**src/rtl/random_ctrl.sv**
```systemverilog
// Sequencer/arbiter for the 4-stage JK random bit generator: programs the tap code,
// seeds the generator, gathers serial bits into words and grants them round-robin.
module random_ctrl #(
   parameter int unsigned WIDTH     = 8,
   parameter int unsigned SEED_CYC  = 4,
   parameter int unsigned FLUSH_CYC = 8,
   parameter int unsigned STUCK_LIM = 12,
   parameter logic [2:0]  RST_CODE  = 3'b011
) (
   input  logic             Cp,
   input  logic             R,
   input  logic             cfg_we,
   input  logic [2:0]       cfg_code,
   input  logic             req0,
   input  logic             req1,
   input  logic             rnd_bit,
   output logic [2:0]       gen_code,
   output logic             gen_S,
   output logic             gnt0,
   output logic             gnt1,
   output logic             word_valid,
   output logic [WIDTH-1:0] word_data,
   output logic             busy,
   output logic             stuck_err
);

   typedef enum logic [2:0] {IDLE, SEED, FLUSH, GATHER, DELIVER} state_t;

   state_t      state;
   logic [31:0] cnt;
   logic [31:0] run;
   logic [31:0] run_nxt;
   logic        prev_bit;
   logic        stuck_hit;
   logic        pend;
   logic [2:0]  pend_code;
   logic        ptr;
   logic        winner;
   logic        retry;
   logic        win_nxt;

   always_comb begin
      run_nxt   = ((run != '0) && (rnd_bit == prev_bit)) ? run + 32'd1 : 32'd1;
      stuck_hit = (run_nxt >= STUCK_LIM);
      // A requester whose word was discarded by lock-up keeps its win on retry.
      if (retry && (winner ? req1 : req0))
         win_nxt = winner;
      else if (req0 && req1)
         win_nxt = ptr;
      else
         win_nxt = req1;
   end

   always_ff @(posedge Cp) begin
      if (R) begin
         state      <= SEED;
         cnt        <= '0;
         run        <= '0;
         prev_bit   <= 1'b0;
         gen_code   <= RST_CODE;
         gen_S      <= 1'b1;
         busy       <= 1'b1;
         gnt0       <= 1'b0;
         gnt1       <= 1'b0;
         word_valid <= 1'b0;
         word_data  <= '0;
         stuck_err  <= 1'b0;
         pend       <= 1'b0;
         pend_code  <= '0;
         ptr        <= 1'b0;
         winner     <= 1'b0;
         retry      <= 1'b0;
      end else begin
         gnt0       <= 1'b0;
         gnt1       <= 1'b0;
         word_valid <= 1'b0;
         if (cfg_we)
            stuck_err <= 1'b0;

         case (state)
            IDLE: begin
               if (pend) begin
                  gen_code <= pend_code;
                  pend     <= 1'b0;
                  state    <= SEED;
                  cnt      <= '0;
                  run      <= '0;
                  gen_S    <= 1'b1;
                  busy     <= 1'b1;
               end else if (req0 || req1) begin
                  winner <= win_nxt;
                  state  <= GATHER;
                  cnt    <= '0;
                  busy   <= 1'b1;
               end
            end

            SEED: begin
               if (cnt == SEED_CYC - 1) begin
                  cnt   <= '0;
                  gen_S <= 1'b0;
                  if (FLUSH_CYC == 0) begin
                     state <= IDLE;
                     busy  <= 1'b0;
                  end else begin
                     state <= FLUSH;
                  end
               end else begin
                  cnt <= cnt + 32'd1;
               end
            end

            FLUSH: begin
               run      <= run_nxt;
               prev_bit <= rnd_bit;
               if (stuck_hit) begin
                  stuck_err <= 1'b1;
                  state     <= SEED;
                  cnt       <= '0;
                  run       <= '0;
                  gen_S     <= 1'b1;
               end else if (cnt == FLUSH_CYC - 1) begin
                  state <= IDLE;
                  cnt   <= '0;
                  busy  <= 1'b0;
               end else begin
                  cnt <= cnt + 32'd1;
               end
            end

            GATHER: begin
               run       <= run_nxt;
               prev_bit  <= rnd_bit;
               word_data <= {word_data[WIDTH-2:0], rnd_bit};
               // Lock-up wins over word completion: the partial word is dropped.
               if (stuck_hit) begin
                  stuck_err <= 1'b1;
                  retry     <= 1'b1;
                  state     <= SEED;
                  cnt       <= '0;
                  run       <= '0;
                  gen_S     <= 1'b1;
               end else if (cnt == WIDTH - 1) begin
                  state      <= DELIVER;
                  cnt        <= '0;
                  word_valid <= 1'b1;
                  gnt0       <= ~winner;
                  gnt1       <= winner;
               end else begin
                  cnt <= cnt + 32'd1;
               end
            end

            DELIVER: begin
               ptr   <= ~winner;
               retry <= 1'b0;
               state <= IDLE;
               busy  <= 1'b0;
            end

            default: begin
               state <= SEED;
               cnt   <= '0;
               run   <= '0;
               gen_S <= 1'b1;
               busy  <= 1'b1;
            end
         endcase

         if (cfg_we) begin
            pend      <= 1'b1;
            pend_code <= cfg_code;
         end
      end
   end

endmodule
```
**config.mk**
```make
export PLATFORM = sky130hd
export DESIGN_NAME = random_ctrl
export DESIGN_NICKNAME = d
export VERILOG_FILES = /design/src/rtl/random_ctrl.sv
export SDC_FILE = /design/constraint.sdc
export NUM_CORES = 1
export LEC_CHECK = 0
export BUFFER_PORTS_ARGS = -buffer_cell sky130_fd_sc_hd__buf_4
export CORE_AREA = 2 2 88 111
export CTS_CLUSTER_DIAMETER = 100
export DETAILED_ROUTE_END_ITERATION = 6
export DIE_AREA = 0 0 90 113
export PLACE_DENSITY = 0.78
export SYNTH_ARGS = -nofsm -noshare
export SYNTH_HDL_FRONTEND = slang
export SYNTH_SLANG_ARGS = --single-unit
```
**constraint.sdc**
```tcl
create_clock -name Cp -period 2.9 [get_ports Cp]
set_clock_uncertainty 0.15 [all_clocks]
set_input_delay 0.145 -clock Cp [delete_from_list [all_inputs] [get_ports Cp]]
set_output_delay 0.145 -clock Cp [all_outputs]
set_load 0.1 [all_outputs]
```
# [After elaboration in Yosys (flattened, before gate mapping)]
# Index checks and enable logic that the tools add are counted.
[totals] ff_bits=92 inputBits=9 out_inout_bits=17
[classes] addsub=2 magnitude_cmp=1 eq_ne=16 muxes=36 bitwise=8 reduce_logical=21
[op_table] op="two-way mux 32 bit" count=8
[op_table] op="one-hot mux 32 bit (4 select lines)" count=1
[op_table] op="one-hot mux 32 bit (3 select lines)" count=1
[op_table] op="adder 32 x 1 -> 32 bit (second input constant)" count=2
[op_table] op="equality test 32 x 2 -> 1 bit (second input constant)" count=1
[op_table] op="equality test 32 x 3 -> 1 bit (second input constant)" count=1
[op_table] op="greater-or-equal comparator 32 x 4 -> 1 bit (second input constant)" count=1
[op_table] op="nonzero test 32 bit" count=1
[op_table] op="two-way mux 3 bit" count=7
[op_table] op="AND reduction 4 bit" count=4
[op_table] op="two-way mux 1 bit" count=15
[op_table] op="one-hot mux 3 bit (5 select lines)" count=1
[op_table] op="!= test 2 bit (second input constant)" count=5
[op_table] op="!= test 3 bit (second input constant)" count=3
[op_table] op="NOT 1 bit" count=8
[op_table] op="one-hot mux 1 bit (4 select lines)" count=2
[op_table] op="AND reduction 2 bit" count=4
[op_table] op="equality test 3 x 2 -> 1 bit (second input constant)" count=2
[op_table] op="OR reduction 2 bit" count=3
[op_table] op="nonzero test 2 bit" count=2
[op_table] op="OR reduction 4 bit" count=1
[op_table] op="equality test 3 x 1 -> 1 bit (second input constant)" count=1
[op_table] op="equality test 3 bit (second input constant)" count=1
[op_table] op="logical AND 1 bit" count=3
[op_table] op="6 further kinds" count=6

# [Longest topological paths before layout]
[logic_depth] ltp_word=6 mapped_depth=11 depth_no_buf=11

# [Worst setup path after synthesis]
# Ideal clock, no wire load.
[synth_path] path_type="reg-to-reg" start="reg run[1]" end="reg cnt[5]" arrival_time_ns=2.923 required_time_ns=2.681 path_slack_ns=-0.242 path_stages_with_launch=11 path_buffers=0 path_cell_list="dfxtp_1 > ha_1 > nand3_1 > nor4_2 > and3b_1 > o211ai_1 > a2111oi_4 > a31oi_2 > o21a_1 > or4_1 > o21ai_1"
[synth_between] elab_chain_cells=6 word_cells_on_any_way=7 cone_classes="add/sub (1); order compare (1); mux (3); reduce/logical (2)"
[synth_rtl] element="start: declaration" line="31" rtl="logic [31:0] run;"
[synth_rtl] element="start signal: assignment" line="114" rtl="run <= run_nxt;"
[synth_rtl] element="start signal: assignment" line="132" rtl="run <= run_nxt;"
[synth_rtl] element="parallel branches: the longest is 2 deep, another holds adder 32 x 1 -> 32 bit"
[synth_rtl] element="two-way mux 32 bit *" line="43" rtl="run_nxt = ((run != '0) && (rnd_bit == prev_bit)) ? run + 32'd1 : 32'd1;"
[synth_rtl] element="greater-or-equal comparator 32 x 4 -> 1 bit *" line="44" rtl="stuck_hit = (run_nxt >= STUCK_LIM);"
[synth_rtl] element="two-way mux 32 bit *" line="136" rtl="if (stuck_hit) begin"
[synth_rtl] element="one-hot mux 32 bit (4 select lines) *" line="80" rtl="case (state)"
[synth_rtl] element="end signal: assignment" line="109" rtl="cnt <= cnt + 32'd1;"
[synth_rtl] element="end signal: assignment" line="127" rtl="cnt <= cnt + 32'd1;"
[synth_rtl] element="end signal: assignment" line="150" rtl="cnt <= cnt + 32'd1;"
[synth_rtl] element="end: declaration" line="30" rtl="logic [31:0] cnt;"
# Every way passes the cells marked *.
# A chain may end at the register's enable or synchronous reset.

# [Worst setup path after layout]
[layout_path] start="reg run[1]" end="reg cnt[26]"
# Same word-level chain as after synthesis.

==> flow_summary.yaml <==
critical_path:
  arrival_ns: 3.17
  rrSetupSlack_ns: -0.14
  crit_type: "flip-flop to flip-flop"
  cp_max_fo: 8
  critPathLaunchType: "flip-flop"
  cp_top_family: "compound AO/OA/AOI/OAI gates"
  crit_slowest_cell: "or4_1"
  critPathMaxStageDelay_ns: 0.48
  cp_cell_sequence: "ha_4 -> nand3_4 -> nor4_4 -> and3b_1 -> or4_1 -> a2111oi_4 -> a31oi_4 -> o21a_4 -> buf_6 -> o31a_1 -> mux2i_1"
  required_ns: 3.02
  cp-end-kind: "flip-flop"
  path_buf_inv: 1
timing:
  tns_ns: -3.12
  fin_crit_sh: 1.05
  setup_viol: 41
  tightestPinTransition_ns: 0.662
  timing.final.hold_violations: 0
  max_freq_ghz: 0.329
  finalWorstSetupSlack_ns: -0.143
  fin_hold_ws_ns: 0.0872
  rsz0062_at_grt: "true"
  slew_headroom: 0.555
  post-route-min-period_ns: 3.04
  slew_violations: 0
grt:
  grt_overflow_total: 0
  antenna_found_initial: 0
  track_usage: 0.292
  grt_max_degree: 49
  grt_pass1_vias: 5134
  grt_pass1_wl_um: 24200
synth:
  synthCells: 616
  synth_top_area_cell: "dfxtp_1"
  synth_edf_count: 0
  synth_cell_types: 62
  synth_top_area_frac: 0.379
  synthArstFlopShare: 0
  synth-seq-cells: 92
  yosys-top-cells-area: "dfxtp_1, nand2_1, a21oi_1"
  synth.yosys.seq_area_share: 0.379
  avgSynthCellArea_sq_um: 7.89
  synthFlopType: "dfxtp_1"
  synth_nets: 628
  syn_area_sq_um: 4860
  synth_warnings: 0
route:
  dr.first_iter.drc_count: 394
  totalWireLength_um: 15000
  drt-vias-per-instance: 6.16
  wire_per_inst_um: 17.5
  detail-route-antenna-nets: 0
  firstDrtPassIters: 5
  vias: 5283
  drcViolationCount: 0
die:
  floorplan.initialDensity: 0.536
  die-area_sq_um: 10200
  rows: 39
  dieWidth_um: 90
  coreArea_sq_um: 9080
  io_pins: 26
  die_h_um: 113
clock_tree:
  cts.sinks: 92
  max-clock-path-buffers: 2
  insertion_delay_ns: 0.35
  cts_tree: "done"
  cts-root-buf: "clkbuf_16"
  clkTransAtPathRegs_ns: 0.07
  numCtsBuffers: 9
  cts_max_level: 3
power:
  cellInternalPower_mw: 2.69
  p_switching_mw: 1.48
  p_per_area_nw_per_um2: 632
  p_leak_nw: 2.55
  total_power_mw: 4.17
  seq_power_share: 0.336
  peakVddDrop_uv: 433
  switching_share: 0.355
  p_clk_frac: 0.312
  combPwrFrac: 0.352
placed_design:
  gp_congestion: 0.946
  dp_cells: 819
  portBuffers: 25
  dpl.hpwl_um: 9890
  post-place-ws_ns: -0.355
run:
  drv_cap: 0
finish:
  instances_no_fill: 857
  fin_nets: 741
  drive_gt1_frac: 0.278
  n_fill_cell: 680
  mostFrequentLayoutCell: "buf_4"
  diodes: 0
  layout_common_cells: "buf_4, dfxtp_1, nand2_1"
  area_growth_pct: 35.6
run_status:
  outcome: "complete, but fails checks"
  violations: "setup timing"
hold_path:
  hp-class: "primary input to flip-flop"
power groups by stage:
stage / Sequential (mW) / Clock, mW / Combinational (mW)
after global routing: 1.40 / 1.37 / 1.57
after detailed placement: 1.42 / 0 / 1.16
after global placement: 1.41 / 0 / 1.13
after CTS: 1.39 / 1.31 / 1.33
after floorplan: 1.47 / 0 / 0.675
final: 1.40 / 1.30 / 1.47
synthesized netlist by cell type (9+ instances only):
cell type	number
a21oi_1	36
a31oi_1	14
and3_1	26
buf_2	10
clkbuf_1	23
dfxtp_1	92
inv_1	22
mux2i_1	12
nand2_1	69
nand2b_1	9
nand3_1	34
nand4_1	19
nor2_1	44
nor3_1	22
nor4_1	19
o21ai_0	35
or3_1	11
xnor2_1	9
worst paths after layout:
path            from       end  depth (start not counted)
max reg2reg   run[1]   cnt[26]                         11
max           run[1]   cnt[26]                         11
min reg2reg  cnt[31]   cnt[31]                          2
min             req1  state[1]                          5
repair_timing:
action	CTS	global route
pin swaps	9	10
cloned	1	0
gates resized for setup	37	32
buffers inserted	8	4
setup endpoints to repair	52	54
hold buffers	10	0
endpoints found under the hold margin	8	0
kinds of logic (layout without fill, tap and decap cells):
logic type      Yosys count  in the layout  share of synthesized area
compound gates          133            133                      0.174
xor+xnor                 15             15                     0.0270
fa+ha+maj                 3              3                    0.00772
buf+inv                  60            178                     0.0504
flops                    92             92                      0.379
mux                      14             14                     0.0293
simple gates            299            299                      0.333
metrics by stage:
| stage | cell area (sq um) | utilization |
|---|---|---|
| CTS | 6420 | 0.707 |
| detailed placement | 5830 | 0.642 |
| global placement | 5830 | 0.642 |
| floorplan | 4940 | - |
| finish | 6590 | 0.726 |
| global route | 6590 | 0.726 |
routing by layer:
metal	global-route usage	wire length, um
met5	0	0
met4	0.162	740
met3	0.0533	817
met2	0.530	7730
met1	0.320	5680
area by class of cell:
type	instances	area, sq um	area share
clock buffer	10	229	0.0347
clock inverter	6	96.3	0.0146
inverter	22	82.6	0.0125
multi-input combinational	464	3020	0.458
sequential	92	1870	0.283
tap	123	154	0.0234
timing repair buffer	140	1140	0.173
registers in the layout (all words and copies together), names as in the netlist:
name and cells:
busy 1, pend 1, cnt 32, word_valid 1
stuck_err 1, retry 1, winner 1, run 32
pend_code 3, gnt1 1, prev_bit 1, gen_S 1
gen_code 3, gnt0 1, state 3, word_data 8
ptr 1
worst register-to-register path: cells and delay by family (launching register included):
family / cells / cell delay [ns]
AOI/OAI and AO/OA: 4 / 1.14
and+or+nand+nor: 4 / 0.83
muxes: 1 / 0.15
DFF: 1 / 0.36
adders and majority gates: 1 / 0.18
buffers and inverters: 1 / 0.14
(Power assumes the default switching activity.)
